**config.mk**
```make
export PLATFORM = sky130hd
export DESIGN_NAME = wbsram_ctrl_flat
export DESIGN_NICKNAME = d
export VERILOG_FILES = /design/src/rtl/wbsram_pkg.sv /design/src/rtl/wbsram_if.sv /design/src/rtl/wbsram_beat_timer.sv /design/src/rtl/wbsram_ctrl.sv /design/src/flat_wrapper.sv
export SDC_FILE = /design/constraint.sdc
export NUM_CORES = 1
export LEC_CHECK = 0
export CAP_MARGIN = 5
export CORE_MARGIN = 3
export CORE_UTILIZATION = 53
export CTS_BUF_LIST = sky130_fd_sc_hd__clkbuf_4 sky130_fd_sc_hd__clkbuf_8
export DETAILED_ROUTE_END_ITERATION = 7
export GPL_TIMING_DRIVEN = 0
export PLACE_DENSITY = 0.88
export SKIP_LAST_GASP = 1
export SYNTH_ARGS = -nofsm -noshare
export SYNTH_HDL_FRONTEND = slang
export SYNTH_HIERARCHICAL = 1
export SYNTH_SLANG_ARGS = --single-unit
```
**constraint.sdc**
```tcl
create_clock -name i_clk -period 3.5 [get_ports i_clk]
set_input_delay 0.7 -clock i_clk [delete_from_list [all_inputs] [get_ports i_clk]]
set_output_delay 0.7 -clock i_clk [all_outputs]
set_load 0.005 [all_outputs]
```
**src/rtl/wbsram_pkg.sv**
```systemverilog
// -----------------------------------------------------------------------------
// wbsram_pkg
//   Shared types and elaboration-time helpers for the Wishbone-to-async-SRAM
//   controller (wbsram_ctrl) and its beat timer.
//
//   Contents:
//     state_t         controller phase: idle, CE-low beat, CE-high recovery, ack
//     nb_of()         RAM beats per bus word
//     lgnb_of()       width of the beat index / RAM address extension
//     params_legal()  parameter combination sanity check
//     next_live_beat() first beat at or after 'from' that is not skipped
// -----------------------------------------------------------------------------
package wbsram_pkg;

    typedef enum logic [1:0] {
        S_IDLE,
        S_ACTIVE,
        S_GAP,
        S_DONE
    } state_t;

    // Upper bound on beats per word; sizes the skip mask seen by helpers.
    localparam int MAX_BEATS = 64;

    function automatic int nb_of(input int dw, input int ramdw);
        return dw / ramdw;
    endfunction

    function automatic int lgnb_of(input int dw, input int ramdw);
        return $clog2(nb_of(dw, ramdw));
    endfunction

    function automatic bit params_legal(input int dw, input int ramdw,
                                        input int wait_cyc, input int gap_cyc);
        return (ramdw >= 8) && (ramdw % 8 == 0) && (dw % ramdw == 0)
            && (nb_of(dw, ramdw) >= 2) && (nb_of(dw, ramdw) <= MAX_BEATS)
            && (wait_cyc >= 2) && (gap_cyc >= 1);
    endfunction

    // Returns nb when every remaining beat is skipped (or from >= nb).
    function automatic int next_live_beat(input logic [MAX_BEATS-1:0] skip,
                                          input int from, input int nb);
        int res;
        res = nb;
        for (int k = MAX_BEATS - 1; k >= 0; k--) begin
            if (k >= from && k < nb && !skip[k]) res = k;
        end
        return res;
    endfunction

endpackage

```
**src/rtl/wbsram_if.sv**
```systemverilog
// -----------------------------------------------------------------------------
// wbsram_if
//   Pipelined Wishbone (classic-stall) bundle between the interconnect and
//   the SRAM controller.
//
//   Signals: cyc, stb, we, addr[AW], wdata[DW], sel[DW/8] (master -> slave)
//            stall, ack, rdata[DW]                      (slave -> master)
//   Modports: master (bus initiator), slave (wbsram_ctrl)
// -----------------------------------------------------------------------------
interface wbsram_if #(
    parameter int AW = 15,
    parameter int DW = 32
) ();

    logic          cyc;
    logic          stb;
    logic          we;
    logic [AW-1:0] addr;
    logic [DW-1:0] wdata;
    logic [DW/8-1:0] sel;
    logic          stall;
    logic          ack;
    logic [DW-1:0] rdata;

    modport master (
        output cyc, stb, we, addr, wdata, sel,
        input  stall, ack, rdata
    );

    modport slave (
        input  cyc, stb, we, addr, wdata, sel,
        output stall, ack, rdata
    );

endinterface

```
**src/rtl/wbsram_beat_timer.sv**
```systemverilog
// -----------------------------------------------------------------------------
// wbsram_beat_timer
//   Phase down-counter (WAIT cycles of CE low, GAP cycles of recovery) and
//   beat index for wbsram_ctrl. Skipped beats are jumped over when advancing.
//
//   Ports:
//     i_clk, i_reset_n  clock, synchronous active-low reset
//     state             controller phase driving the counter
//     start             request accepted; load first beat and WAIT count
//     start_beat        first beat of the new request
//     skip[NB]          beats that are not strobed
//     first_active      first cycle of a CE-low phase
//     last_active       last cycle of a CE-low phase
//     gap_done          last cycle of a recovery phase
//     last_beat         no un-skipped beat follows the current one
//     beat_idx          current beat
//     next_beat         beat that follows the current one
// -----------------------------------------------------------------------------
module wbsram_beat_timer
    import wbsram_pkg::*;
#(
    parameter int NB   = 2,
    parameter int LGNB = 1,
    parameter int WAIT = 2,
    parameter int GAP  = 1
) (
    input  logic            i_clk,
    input  logic            i_reset_n,
    input  state_t          state,
    input  logic            start,
    input  logic [LGNB-1:0] start_beat,
    input  logic [NB-1:0]   skip,
    output logic            first_active,
    output logic            last_active,
    output logic            gap_done,
    output logic            last_beat,
    output logic [LGNB-1:0] beat_idx,
    output logic [LGNB-1:0] next_beat
);

    localparam int CW = $clog2(((WAIT > GAP) ? WAIT : GAP) + 1);

    logic [CW-1:0]   cnt;
    logic [LGNB-1:0] beat;
    int              nxt;

    // NOTE: every output is assigned on every pass through this block, so no
    // path leaves a value held and no latch can be inferred.
    always_comb begin
        nxt          = next_live_beat(MAX_BEATS'(skip), int'(beat) + 1, NB);
        last_beat    = (nxt >= NB);
        next_beat    = LGNB'(nxt);
        beat_idx     = beat;
        first_active = (state == S_ACTIVE) && (cnt == CW'(WAIT - 1));
        last_active  = (state == S_ACTIVE) && (cnt == '0);
        gap_done     = (state == S_GAP) && (cnt == '0);
    end

    // NOTE: registered state uses non-blocking assignments so every flop
    // samples pre-edge values regardless of statement order.
    always_ff @(posedge i_clk) begin
        if (!i_reset_n) begin
            cnt  <= '0;
            beat <= '0;
        end else if (start) begin
            cnt  <= CW'(WAIT - 1);
            beat <= start_beat;
        end else begin
            case (state)
                S_ACTIVE: begin
                    if (cnt != '0) begin
                        cnt <= cnt - CW'(1);
                    end else if (!last_beat) begin
                        // Beat advances on entry to recovery so address and
                        // data settle while CE is high.
                        cnt  <= CW'(GAP - 1);
                        beat <= next_beat;
                    end
                end
                S_GAP: begin
                    if (cnt != '0) cnt <= cnt - CW'(1);
                    else           cnt <= CW'(WAIT - 1);
                end
                default: ;
            endcase
        end
    end

endmodule

```
**src/rtl/wbsram_ctrl.sv**
```systemverilog
// -----------------------------------------------------------------------------
// wbsram_ctrl
//   Pipelined Wishbone slave driving an asynchronous SRAM narrower than the
//   bus. Each DW-bit request becomes NB = DW/RAMDW RAM beats, MSB beat first.
//   Each beat holds CE low for WAIT cycles, beats are separated by GAP cycles
//   of CE high, and the ack cycle (DONE) can accept the next request.
//
//   Build option: define WBSRAM_BYTESKIP_EN to drop write beats whose byte
//   enables are all zero (no strobe, no recovery time for that beat).
//
//   Ports:
//     i_clk, i_reset_n  clock, synchronous active-low reset
//     wb                Wishbone slave (cyc/stb/we/addr/wdata/sel in,
//                       stall/ack/rdata out)
//     o_ram_ce_n        chip enable, active low
//     o_ram_oe_n        output enable, active low
//     o_ram_we_n        write enable, active low
//     o_ram_addr        {wb address, beat index}
//     o_ram_data        write data for the current beat
//     o_ram_sel         byte lanes, active low
//     i_ram_data        read data from the SRAM
// -----------------------------------------------------------------------------
module wbsram_ctrl
    import wbsram_pkg::*;
#(
    parameter  int AW    = 15,
    parameter  int DW    = 32,
    parameter  int RAMDW = 16,
    parameter  int WAIT  = 2,
    parameter  int GAP   = 1,
    localparam int NB    = nb_of(DW, RAMDW),
    localparam int LGNB  = lgnb_of(DW, RAMDW),
    localparam int SW    = RAMDW / 8
) (
    input  logic                 i_clk,
    input  logic                 i_reset_n,
    wbsram_if.slave              wb,
    output logic                 o_ram_ce_n,
    output logic                 o_ram_oe_n,
    output logic                 o_ram_we_n,
    output logic [AW+LGNB-1:0]   o_ram_addr,
    output logic [RAMDW-1:0]     o_ram_data,
    output logic [SW-1:0]        o_ram_sel,
    input  logic [RAMDW-1:0]     i_ram_data
);

    if (!params_legal(DW, RAMDW, WAIT, GAP)) begin : g_bad_params
        $error("wbsram_ctrl: illegal DW/RAMDW/WAIT/GAP combination");
    end

    state_t          state;
    logic            we_r;
    logic            pending;
    logic            stall_r;
    logic            ack_r;
    logic [DW-1:0]   data_r;
    logic [DW-1:0]   rdata_r;
    logic [DW/8-1:0] sel_r;       // stored RAM lanes, active low
    logic [NB-1:0]   skip_r;
    logic [NB-1:0]   skip_new;
    int              start_beat;
    logic [LGNB-1:0] start_idx;
    logic            accept;
    logic            first_active;
    logic            last_active;
    logic            gap_done;
    logic            last_beat;
    logic [LGNB-1:0] beat_idx;
    logic [LGNB-1:0] next_beat;

    function automatic logic [RAMDW-1:0] data_slice(input logic [DW-1:0] d,
                                                    input logic [LGNB-1:0] k);
        return d[DW-1-int'(k)*RAMDW -: RAMDW];
    endfunction

    function automatic logic [SW-1:0] sel_slice(input logic [DW/8-1:0] s,
                                                input logic [LGNB-1:0] k);
        return s[DW/8-1-int'(k)*SW -: SW];
    endfunction

    // stall is low only in IDLE and DONE, so this accepts in exactly those.
    assign accept = wb.stb && !stall_r && (state == S_IDLE || state == S_DONE);

    always_comb begin
        skip_new = '0;
`ifdef WBSRAM_BYTESKIP_EN
        for (int k = 0; k < NB; k++) begin
            skip_new[k] = wb.we && (wb.sel[DW/8-1-k*SW -: SW] == '0);
        end
`endif
        start_beat = next_live_beat(MAX_BEATS'(skip_new), 0, NB);
        start_idx  = LGNB'(start_beat);
    end

    wbsram_beat_timer #(
        .NB   (NB),
        .LGNB (LGNB),
        .WAIT (WAIT),
        .GAP  (GAP)
    ) u_timer (
        .i_clk        (i_clk),
        .i_reset_n    (i_reset_n),
        .state        (state),
        .start        (accept && (start_beat < NB)),
        .start_beat   (start_idx),
        .skip         (skip_r),
        .first_active (first_active),
        .last_active  (last_active),
        .gap_done     (gap_done),
        .last_beat    (last_beat),
        .beat_idx     (beat_idx),
        .next_beat    (next_beat)
    );

    always_ff @(posedge i_clk) begin
        if (!i_reset_n) begin
            state      <= S_IDLE;
            o_ram_ce_n <= 1'b1;
            o_ram_oe_n <= 1'b1;
            o_ram_we_n <= 1'b1;
            o_ram_sel  <= '1;
            o_ram_addr <= '0;
            o_ram_data <= '0;
            ack_r      <= 1'b0;
            stall_r    <= 1'b0;
            rdata_r    <= '0;
            pending    <= 1'b0;
            we_r       <= 1'b0;
            data_r     <= '0;
            sel_r      <= '0;
            skip_r     <= '0;
        end else begin
            ack_r <= 1'b0;
            // A master that drops cyc abandons its ack; the RAM cycle still
            // runs to completion so no write is cut off mid-strobe.
            if (!wb.cyc) pending <= 1'b0;

            case (state)
                S_IDLE, S_DONE: begin
                    state <= S_IDLE;
                    if (accept) begin
                        we_r    <= wb.we;
                        data_r  <= wb.wdata;
                        sel_r   <= wb.we ? ~wb.sel : '0;
                        skip_r  <= skip_new;
                        pending <= wb.cyc;
                        if (start_beat >= NB) begin
                            // Every beat skipped: acknowledge immediately.
                            state <= S_DONE;
                            ack_r <= wb.cyc;
                        end else begin
                            state      <= S_ACTIVE;
                            stall_r    <= 1'b1;
                            o_ram_ce_n <= 1'b0;
                            o_ram_oe_n <= wb.we;
                            o_ram_we_n <= !wb.we;
                            // Writes open with all lanes off for setup.
                            o_ram_sel  <= wb.we ? '1 : '0;
                            o_ram_addr <= {wb.addr, start_idx};
                            o_ram_data <= data_slice(wb.wdata, start_idx);
                        end
                    end
                end

                S_ACTIVE: begin
                    if (last_active) begin
                        rdata_r[DW-1-int'(beat_idx)*RAMDW -: RAMDW] <= i_ram_data;
                        o_ram_ce_n <= 1'b1;
                        o_ram_oe_n <= 1'b1;
                        o_ram_we_n <= 1'b1;
                        o_ram_sel  <= '1;
                        if (last_beat) begin
                            state   <= S_DONE;
                            stall_r <= 1'b0;
                            ack_r   <= pending && wb.cyc;
                        end else begin
                            state                  <= S_GAP;
                            o_ram_addr[LGNB-1:0]   <= next_beat;
                            o_ram_data             <= data_slice(data_r, next_beat);
                        end
                    end else if (first_active && we_r) begin
                        o_ram_sel <= sel_slice(sel_r, beat_idx);
                    end
                end

                S_GAP: begin
                    if (gap_done) begin
                        state      <= S_ACTIVE;
                        o_ram_ce_n <= 1'b0;
                        o_ram_oe_n <= we_r;
                        o_ram_we_n <= !we_r;
                        o_ram_sel  <= we_r ? '1 : '0;
                    end
                end

                default: state <= S_IDLE;
            endcase
        end
    end

    assign wb.stall = stall_r;
    assign wb.ack   = ack_r;
    assign wb.rdata = rdata_r;

endmodule

```
**src/flat_wrapper.sv**
```systemverilog
// flat-port wrapper written by rule: the top's interface ports become plain ports
module wbsram_ctrl_flat import wbsram_pkg::*;
#(
    parameter  int AW    = 15,
    parameter  int DW    = 32,
    parameter  int RAMDW = 16,
    parameter  int WAIT  = 2,
    parameter  int GAP   = 1,
    localparam int NB    = nb_of(DW, RAMDW),
    localparam int LGNB  = lgnb_of(DW, RAMDW),
    localparam int SW    = RAMDW / 8
)
  (i_clk, i_reset_n, o_ram_ce_n, o_ram_oe_n, o_ram_we_n, o_ram_addr, o_ram_data, o_ram_sel, i_ram_data, wb_cyc, wb_stb, wb_we, wb_addr, wb_wdata, wb_sel, wb_stall, wb_ack, wb_rdata);
  wbsram_if #(.AW(AW), .DW(DW)) wb_i ();
  input  logic i_clk;
  input  logic i_reset_n;
  output logic o_ram_ce_n;
  output logic o_ram_oe_n;
  output logic o_ram_we_n;
  output logic [AW+LGNB-1:0] o_ram_addr;
  output logic [RAMDW-1:0] o_ram_data;
  output logic [SW-1:0] o_ram_sel;
  input  logic [RAMDW-1:0] i_ram_data;
  input wire logic [$bits(wb_i.cyc)-1:0] wb_cyc;
  input wire logic [$bits(wb_i.stb)-1:0] wb_stb;
  input wire logic [$bits(wb_i.we)-1:0] wb_we;
  input wire logic [$bits(wb_i.addr)-1:0] wb_addr;
  input wire logic [$bits(wb_i.wdata)-1:0] wb_wdata;
  input wire logic [$bits(wb_i.sel)-1:0] wb_sel;
  output wire logic [$bits(wb_i.stall)-1:0] wb_stall;
  output wire logic [$bits(wb_i.ack)-1:0] wb_ack;
  output wire logic [$bits(wb_i.rdata)-1:0] wb_rdata;
  assign wb_i.cyc = wb_cyc;
  assign wb_i.stb = wb_stb;
  assign wb_i.we = wb_we;
  assign wb_i.addr = wb_addr;
  assign wb_i.wdata = wb_wdata;
  assign wb_i.sel = wb_sel;
  assign wb_stall = wb_i.stall;
  assign wb_ack = wb_i.ack;
  assign wb_rdata = wb_i.rdata;
  wbsram_ctrl #(.AW(AW), .DW(DW), .RAMDW(RAMDW), .WAIT(WAIT), .GAP(GAP)) u_core (.i_clk(i_clk), .i_reset_n(i_reset_n), .wb(wb_i), .o_ram_ce_n(o_ram_ce_n), .o_ram_oe_n(o_ram_oe_n), .o_ram_we_n(o_ram_we_n), .o_ram_addr(o_ram_addr), .o_ram_data(o_ram_data), .o_ram_sel(o_ram_sel), .i_ram_data(i_ram_data));
endmodule
```
==> flow_summary.yaml, run 1 <==
status:
  status: "completed"
synthesis:
  synthCells: 571
  ys_async_sr_fraction_pct: 0
  synth-edff-count: 0
  synth-seq-area-share_pct: 47.12
  ys_ff_latch: 114
  netlist_area_um2: 4843
  synth_mux_area_share_pct: 4.547
  synthAdderAreaFrac_pct: 1.292
  synth_cell_types: 43
  ys_warn_count: 6
  synth_top_family_by_area: "simple AND/OR/NAND/NOR gates"
  synth-main-ff-cell: "dfxtp_1"
  yosys.area_share.simple_pct: 21.75
  synthXorXnorAreaFrac_pct: 0
  syn-mean-instance-area_um2: 8.482
  synth_compound_area_share_pct: 20.36
grt:
  first_global_vias: 4453
  grt_pass1_wl_mm: 21.73
  grt_usage_pct: 26.85
  antenna_found_initial: 0
  grt_max_degree: 17
  grt_overflow: 0
flow_run:
  cap_violations: 0
critical_path:
  cpPeakStageDelay_ns: 0.63
  path_depth: 6
  slowest_stage: "a2111oi_4"
  worstPathArrival_ns: 2.74
  required_ns: 3.80
  path_buf_inv: 1
  path_class: "reg2reg"
  crit_fanout: 10
  r2r_cells: 6
  crit_chain: "ha_1 > nor3b_4 > nor2b_2 > a2111oi_4 > clkbuf_2 > o21ai_0"
  startpoint_type: "flop"
  end_kind: "flop"
  path_delay_family: "compound AO/OA/AOI/OAI gates"
die:
  die_w_um: 101.6
  dieArea_um2: 10320
  start_util_pct: 55.00
  core_area_um2: 8806
  placementRows: 34
  io_pins: 143
  die_height_um: 101.6
finish:
  nNetsFinal: 811
  syn_to_final_growth_pct: 41.49
  regArea_um2: 2282
  num_antenna_cells: 0
  multiInputGateArea_um2: 2333
  final_cells: 855
  n_fill_cell: 597
  drive_above_1_share_pct: 8.434
  fin_util_pct: 77.82
placed_design:
  dp_cells: 823
  dp_hpwl_mm: 10.13
  port_buffers: 142
  gp_congestion: 0.8607
cts:
  clockBufferDepth: 2
  htreeDepth: 4
  clock-sinks: 114
  cts-buffers-inserted: 17
  cts_tree: "yes"
  hold_buffers: 0
  post_cts_buffers: 0
  root_buffer: "clkbuf_8"
  clkLatencyLatePin_ns: 0.43
  cts_resized: 0
  path_clk_slew_ns: 0.07
timing:
  slew_viol_final: 0
  tns_ns: 0
  finalHoldViolCount: 0
  grt_setup_unrepaired: "false"
  fmaxAchievable_mhz: 409.7
  slew_headroom_pct: 54.96
  fin_worst_skew_ns: 0.01283
  fin_crit_ns: 2.441
  final-setup-viol-count: 0
  tightestPinTransition_ns: 0.6715
  holdWs_ns: 0.4501
  period_share_pct: 69.74
drt:
  num_vias: 4682
  drc: 0
  routed_wl_mm: 13.82
  first_pass_iters: 5
  postRouteAntennaNets: 0
  drt_iter0_markers: 286
  wire_per_inst_um: 16.16
  viasPerCell: 5.476
worst_hold_path:
  min_path_cells: 2
  min_path_type: "reg2reg"
power:
  p_total_mw: 4.801
  p_per_area_nw_per_um2: 700.6
  worst_ir_drop_vdd_uv: 428.4
  power.leakage_nw: 2.496
cells in the final DEF, fill, tap and decap left out, types with 5 or more instances in the layout:
cell	count
clkdlybuf4s50_1	142
a21boi_0	79
mux2i_1	22
nand3_1	5
a21oi_1	6
dfxtp_1	114
nor2_1	6
clkbuf_8	18
o2111ai_1	16
o21ai_0	17
nand2_1	206
clkbuf_1	18
inv_1	6
nor2b_1	9
ha_1	5
nor3b_1	6
buf_2	16
worst paths after layout:
kind                   start               endpoint  slack (ns)
min           u_core/pending          u_core/wb.ack        0.45
max reg2reg  u_core/state[0]  u_core/o_ram_data[12]        1.06
max          u_core/state[0]  u_core/o_ram_data[12]        1.06
min reg2reg   u_core/pending          u_core/wb.ack        0.45
metrics by stage:
stage	setup WS (ns)	area (um^2)
global route	0.8962	6853
floorplan	1.552	4851
detailed placement	0.8163	6407
global placement	0.8980	6407
finish	1.059	6853
CTS	1.111	6853
final cells by class:
class / count / share of cell area, %
Tap cell: 108 / 1.972
Clock inverter: 12 / 2.666
Buffer: 41 / 3.049
Inverter: 7 / 0.3834
Sequential cell: 114 / 33.30
Timing Repair Buffer: 142 / 20.74
Multi-Input combinational cell: 411 / 34.05
Clock buffer: 20 / 3.834
metal layers:
metal | share of wire [%] | up-vias | track usage (%)
met2 | 52 | 193 | 46.58
met1 | 40 | 2215 | 32.50
met4 | 2.5 | 0 | 8.896
li1 | - | 2242 | -
met3 | 5.8 | 32 | 6.680
met5 | 0 | - | 0
worst reg2reg max path, cell delays in order, from the launching register on:
cell and delay [ns]:
dfxtp_1 0.46, ha_1 0.26, nor3b_4 0.39, nor2b_2 0.15, a2111oi_4 0.63, clkbuf_2 0.31, o21ai_0 0.12
Yosys cell counts, types with 2 or more instances:
master	count	area [um^2]
a2111oi_0	2	17.52
a211oi_1	3	22.52
a21boi_0	79	593.1
a21oi_1	6	30.03
a221oi_1	2	17.52
buf_2	16	80.08
buf_6	4	45.04
clkbuf_1	18	67.56
dfxtp_1	114	2282
ha_1	5	62.56
inv_1	6	22.52
mux2i_1	22	220.2
nand2_1	206	773.2
nand2b_1	4	25.02
nand3_1	5	25.02
nor2_1	6	22.52
nor2b_1	9	56.30
nor3_1	2	10.01
nor3b_1	6	45.04
o2111ai_1	16	140.1
o21ai_0	17	85.08
or2_2	2	12.51
state kept, by name (all words and copies together), names as in the netlist, 2 cells and up:
register,count
u_core/data_r,32
u_core/wb.rdata,32
u_core/o_ram_addr,16
u_core/o_ram_data,16
u_core/sel_r,4
u_core/o_ram_sel,2
u_core/state,2
u_core/u_timer/cnt,2
report_power, final:
group	switching (mW)	internal [mW]	leakage, nW
Clock	0.537	0.813	0.216
Sequential	0.182	1.59	0.930
Combinational	0.878	0.804	1.35
Total	1.60	3.20	2.50
kinds of logic after synthesis:
logic type | Yosys count
flops | 114
buf+inv | 48
mux | 22
compound gates | 132
fa+ha+maj | 5
other cells | 1
simple gates | 249
Power figures use the tool's default switching activity.
==> run 2: changes to the inputs <==
CORE_UTILIZATION = 49   (was 53)
PLACE_DENSITY = 0.83   (was 0.88)
clock period = 2.35 ns   (was 3.5 ns; I/O delays follow)
==> run 2 against run 1 <==
  * Worst setup slack worse by 0.86 ns
  * Routed wire length fell by 0.50%
  * Register-to-register slack got worse by 0.86 ns
  * Clock skew fell by 0.0051 ns
  * Final area grew 0.66%
  * Core utilization shrank 4.6 points
  * Largest cell class unchanged
==> flow_summary.yaml, run 2 (synthesized netlist as in run 1, its figures left out) <==
status:
  status: "completed"
power:
  p_sw_share_pct: 32.58
  worst_ir_drop_vdd_uv: 620.5
  clkPwrFrac_pct: 27.9
  power_frac_seq_pct: 36.8
  power.leakage_nw: 2.505
  p_per_area_nw_per_um2: 1038
  switching_power_mw: 2.333
  p_int_mw: 4.829
  p_comb_share_pct: 35.3
critical_path:
  startpoint_type: "flop"
  slowest_stage: "dfxtp_1"
  r2r_cells: 9
  crit_chain: "inv_1 > ha_2 > nor3b_4 > nor2b_2 > a2111oi_4 > buf_4 > buf_6 > o2111ai_1 > o21ai_0"
  worstPathArrival_ns: 2.50
  timing.rr.start: "u_core/state[1]"
  r2r_setup_slack_ns: 0.20
  end_kind: "flop"
  r2r_end: "u_core/o_ram_data[11]"
  required_ns: 2.69
  crit_fanout: 10
  path_class: "reg2reg"
  cpPeakStageDelay_ns: 0.36
finish:
  n_fill_cell: 704
  layout_common_cells: "nand2_1, clkdlybuf4s50_1, dfxtp_1"
  syn_to_final_growth_pct: 42.42
  nNetsFinal: 813
  num_antenna_cells: 0
  design_area_um2: 6898
  drive_above_1_share_pct: 9.091
  final_common_cell: "nand2_1"
drt:
  routed_wl_mm: 13.75
  postRouteAntennaNets: 0
  first_pass_iters: 6
  num_vias: 4603
  viasPerCell: 5.249
  drt_iter0_markers: 188
  wire_per_inst_um: 15.68
  drc: 0
placed_design:
  dp_slack_ns: -0.03506
  placed_area_um2: 6434
  dp_hpwl_mm: 10.11
  port_buffers: 142
  gp_congestion: 0.8250
die:
  start_util_pct: 51.44
  io_pins: 143
  placementRows: 35
  die_height_um: 105.4
  die_w_um: 105.4
  dieArea_um2: 11110
  core_area_um2: 9415
worst_hold_path:
  hp-start: "u_core/o_ram_data[4]"
  hold_end: "u_core/o_ram_data[4]"
  min_path_type: "reg2reg"
  min_path_cells: 2
grt:
  grt_max_degree: 17
  grt_overflow: 0
  grt_usage_pct: 25.06
  antenna_found_initial: 0
  grt_pass1_wl_mm: 22.47
  first_global_vias: 4600
timing:
  tightestPinTransition_ns: 0.6384
  layout_setup_ws_ns: 0.1951
  fin_crit_ns: 2.155
  final-setup-viol-count: 0
  fin_worst_skew_ns: 0.007723
  grt_setup_unrepaired: "true"
  finalHoldViolCount: 0
  slew_viol_final: 0
  slew_headroom_pct: 57.44
  period_share_pct: 91.70
  fmaxAchievable_mhz: 464.1
cts:
  clock-sinks: 114
  cts_tree: "yes"
  root_buffer: "clkbuf_8"
  cts-buffers-inserted: 17
  htreeDepth: 4
  path_clk_slew_ns: 0.07
  hold_buffers: 0
  clkLatencyLatePin_ns: 0.41
  clockBufferDepth: 2
flow_run:
  cap_violations: 0
==> run 2: worst max path at each step <==
stage,startpoint,endpoint,depth (start not counted)
floorplan,u_core/state[0],u_core/o_ram_data[10],6
global placement,i_reset_n,u_core/o_ram_sel[0],5
detailed placement,u_core/state[0],u_core/o_ram_data[10],6
CTS,u_core/state[0],u_core/wb.rdata[23],7
global route,u_core/state[1],u_core/wb.rdata[23],9
finish,u_core/state[1],u_core/o_ram_data[11],9
==> run 2: what timing repair did <==
item / 4_1_cts / 5_1_grt
endpoints found under the setup margin: 11 / 30
buffers inserted: 0 / 2
gates resized for setup: 0 / 6
pin swaps: 1 / 1
gates cloned: 0 / 0
==> run 2: critical path: cells and delay by family (launching register included) <==
kind	cells	cell delay [ns]
simple gates	2	0.51
flops	1	0.36
fa+ha+maj	1	0.21
compound gates	3	0.57
buf+inv	3	0.44
==> run 2: per-stage QoR <==
| stage | cells | utilization (%) | total power, mW | hold slack, ns | TNS, ns |
|---|---|---|---|---|---|
| floorplan | 573 | - | 4.015 | 0.4241 | 0 |
| global route | 877 | 73.26 | 7.561 | 0.4830 | -0.05293 |
| CTS | 875 | 72.94 | 7.114 | 0.4613 | 0 |
| global placement | 844 | 68.33 | 5.001 | 0.4349 | -0.5950 |
| finish | 877 | 73.26 | 7.162 | 0.4563 | 0 |
| detailed placement | 844 | 68.33 | 5.102 | 0.4424 | -0.3084 |
==> run 2: layout make-up <==
type	instances	area [um^2]	area share, %
Buffer	41	211.5	3.065
Clock buffer	21	276.5	4.009
Clock inverter	10	157.7	2.286
Inverter	7	26.28	0.3809
Multi-Input combinational cell	411	2345	33.99
Sequential cell	114	2283	33.10
Tap cell	129	161.4	2.340
Timing Repair Buffer	144	1436	20.82
==> run 2: power by group through the flow <==
stage          Clock [mW]  Sequential (mW)  Combinational [mW]
3_3_place_gp            0             2.64                2.36
3_5_place_dp            0             2.67                2.43
4_1_cts              2.02             2.63                2.46
6_report             2.00             2.64                2.53
5_1_grt              2.10             2.70                2.76
2_1_floorplan           0             2.64                1.37
==> run 2: per-layer routing <==
metal / track usage, % / vias to the layer above / share of wire, %
li1: - / 2242 / -
met1: 30.12 / 2169 / 41
met2: 43.76 / 163 / 51
met3: 5.573 / 29 / 5.0
met4: 8.997 / 0 / 2.5
met5: 0 / - / 0
==> run 3: changes to the inputs <==
CORE_UTILIZATION = 53   (was 49)
MAX_ROUTING_LAYER = met4   (was default)
PLACE_DENSITY = 0.88   (was 0.83)
clock period = 2.5 ns   (was 2.35 ns; I/O delays follow)
==> run 3 against run 2 <==
  * Count of clock-buffer cells in the layout is 1 lower
  * Core utilization is 4.6 points higher
  * Register-to-register slack got worse by 0.03 ns
  * Global-route usage rose by 2.6 points
  * Worst setup slack got worse by 0.026 ns
  * Highest routed layer unchanged
==> flow_summary.yaml, run 3 (synthesized netlist as in run 1, its figures left out) <==
status:
  status: "completed"
cts:
  post_cts_buffers: 0
  cts-buffers-inserted: 17
  clkLatencyLatePin_ns: 0.42
  path_clk_slew_ns: 0.07
  cts_tree: "yes"
  clock-sinks: 114
  clockBufferDepth: 2
  root_buffer: "clkbuf_8"
  htreeDepth: 4
finish:
  regArea_um2: 2282
  layout_common_cells: "nand2_1, clkdlybuf4s50_1, dfxtp_1"
  num_antenna_cells: 0
  nNetsFinal: 811
  syn_to_final_growth_pct: 41.54
  n_fill_cell: 597
  final_common_cell: "nand2_1"
  drive_above_1_share_pct: 8.568
  multiInputGateArea_um2: 2336
timing:
  period_share_pct: 93.23
  grt_setup_unrepaired: "false"
  slew_headroom_pct: 57.07
  tightestPinTransition_ns: 0.6401
  final-setup-viol-count: 0
  slew_viol_final: 0
  layout_setup_ws_ns: 0.1692
  tns_ns: 0
  finalHoldViolCount: 0
  fin_worst_skew_ns: 0.01105
  fmaxAchievable_mhz: 429.0
  fin_crit_ns: 2.331
grt:
  grt_max_degree: 17
  grt_pass1_wl_mm: 21.71
  grt_overflow: 0
  antenna_found_initial: 0
  first_global_vias: 4446
  grt_usage_pct: 27.63
drt:
  drt_iter0_markers: 291
  routed_wl_mm: 13.71
  wire_per_inst_um: 16.03
  viasPerCell: 5.484
  postRouteAntennaNets: 0
  first_pass_iters: 5
  num_vias: 4689
  drc: 0
die:
  io_pins: 143
  start_util_pct: 55.00
  die_w_um: 101.6
  die_height_um: 101.6
  placementRows: 34
  dieArea_um2: 10320
  core_area_um2: 8806
critical_path:
  worstPathArrival_ns: 2.62
  end_kind: "flop"
  required_ns: 2.78
  r2r_setup_slack_ns: 0.17
  crit_fanout: 8
  path_class: "reg2reg"
  startpoint_type: "flop"
power:
  worst_ir_drop_vdd_uv: 598.7
  power.leakage_nw: 2.496
  p_per_area_nw_per_um2: 979.3
placed_design:
  dp_hpwl_mm: 10.13
  port_buffers: 142
  gp_congestion: 0.8745
  dp_slack_ns: 0.01628
worst_hold_path:
  min_path_type: "reg2reg"
flow_run:
  cap_violations: 0
==> run 3: routing by layer <==
layer	vias up	track usage, %	share of wire [%]
met1	2236	32.55	40
met2	182	46.58	52
met3	28	6.198	5.4
met5	-	-	0
li1	2243	-	-
met4	0	9.202	2.5
==> run 3: layout make-up <==
class / count / share of cell area, %
timing repair buffer: 142 / 20.73
clock buffer: 20 / 3.833
clock inverter: 12 / 2.665
tap: 108 / 1.971
buffer: 41 / 3.048
multi-input combinational: 411 / 34.08
inverter: 7 / 0.3833
sequential: 114 / 33.29
==> run 3: repair_timing <==
action / 4_1_cts / 5_1_grt
hold buffers: 0 / 0
endpoints found under the setup margin: 0 / 20
resized for setup: 0 / 1
==> run 3: where the power goes <==
group	internal [mW]	leakage [nW]	switching (mW)
Sequential	2.22	0.930	0.254
Clock	1.14	0.216	0.751
Combinational	1.13	1.35	1.22
==> run 3: worst paths after layout <==
check                                startpoint  depth (start not counted)                end
worst max-delay path            u_core/state[0]                          6  u_core/o_ram_ce_n
worst min-delay path             u_core/pending                          2      u_core/wb.ack
worst max register to register  u_core/state[0]                          6  u_core/o_ram_ce_n
worst min register to register   u_core/pending                          2      u_core/wb.ack
==> run 3: per-stage QoR <==
step	instance area, um^2	total power, mW	utilization [%]	instances	hold WS (ns)
finish	6855	6.713	77.85	855	0.4526
global placement	6407	4.686	72.76	823	0.4365
CTS	6853	6.719	77.82	855	0.4540
detailed placement	6407	4.811	72.76	823	0.4395
floorplan	4851	3.774	-	573	0.4241
global route	6855	7.083	77.85	855	0.4726
==> run 3: critical path, stage by stage, from the launching register on <==
cell and delay (ns):
dfxtp_1 0.46, ha_1 0.26, nor3b_4 0.40, nor2b_2 0.15, a211oi_1 0.58, mux2i_1 0.27, nand2_1 0.08
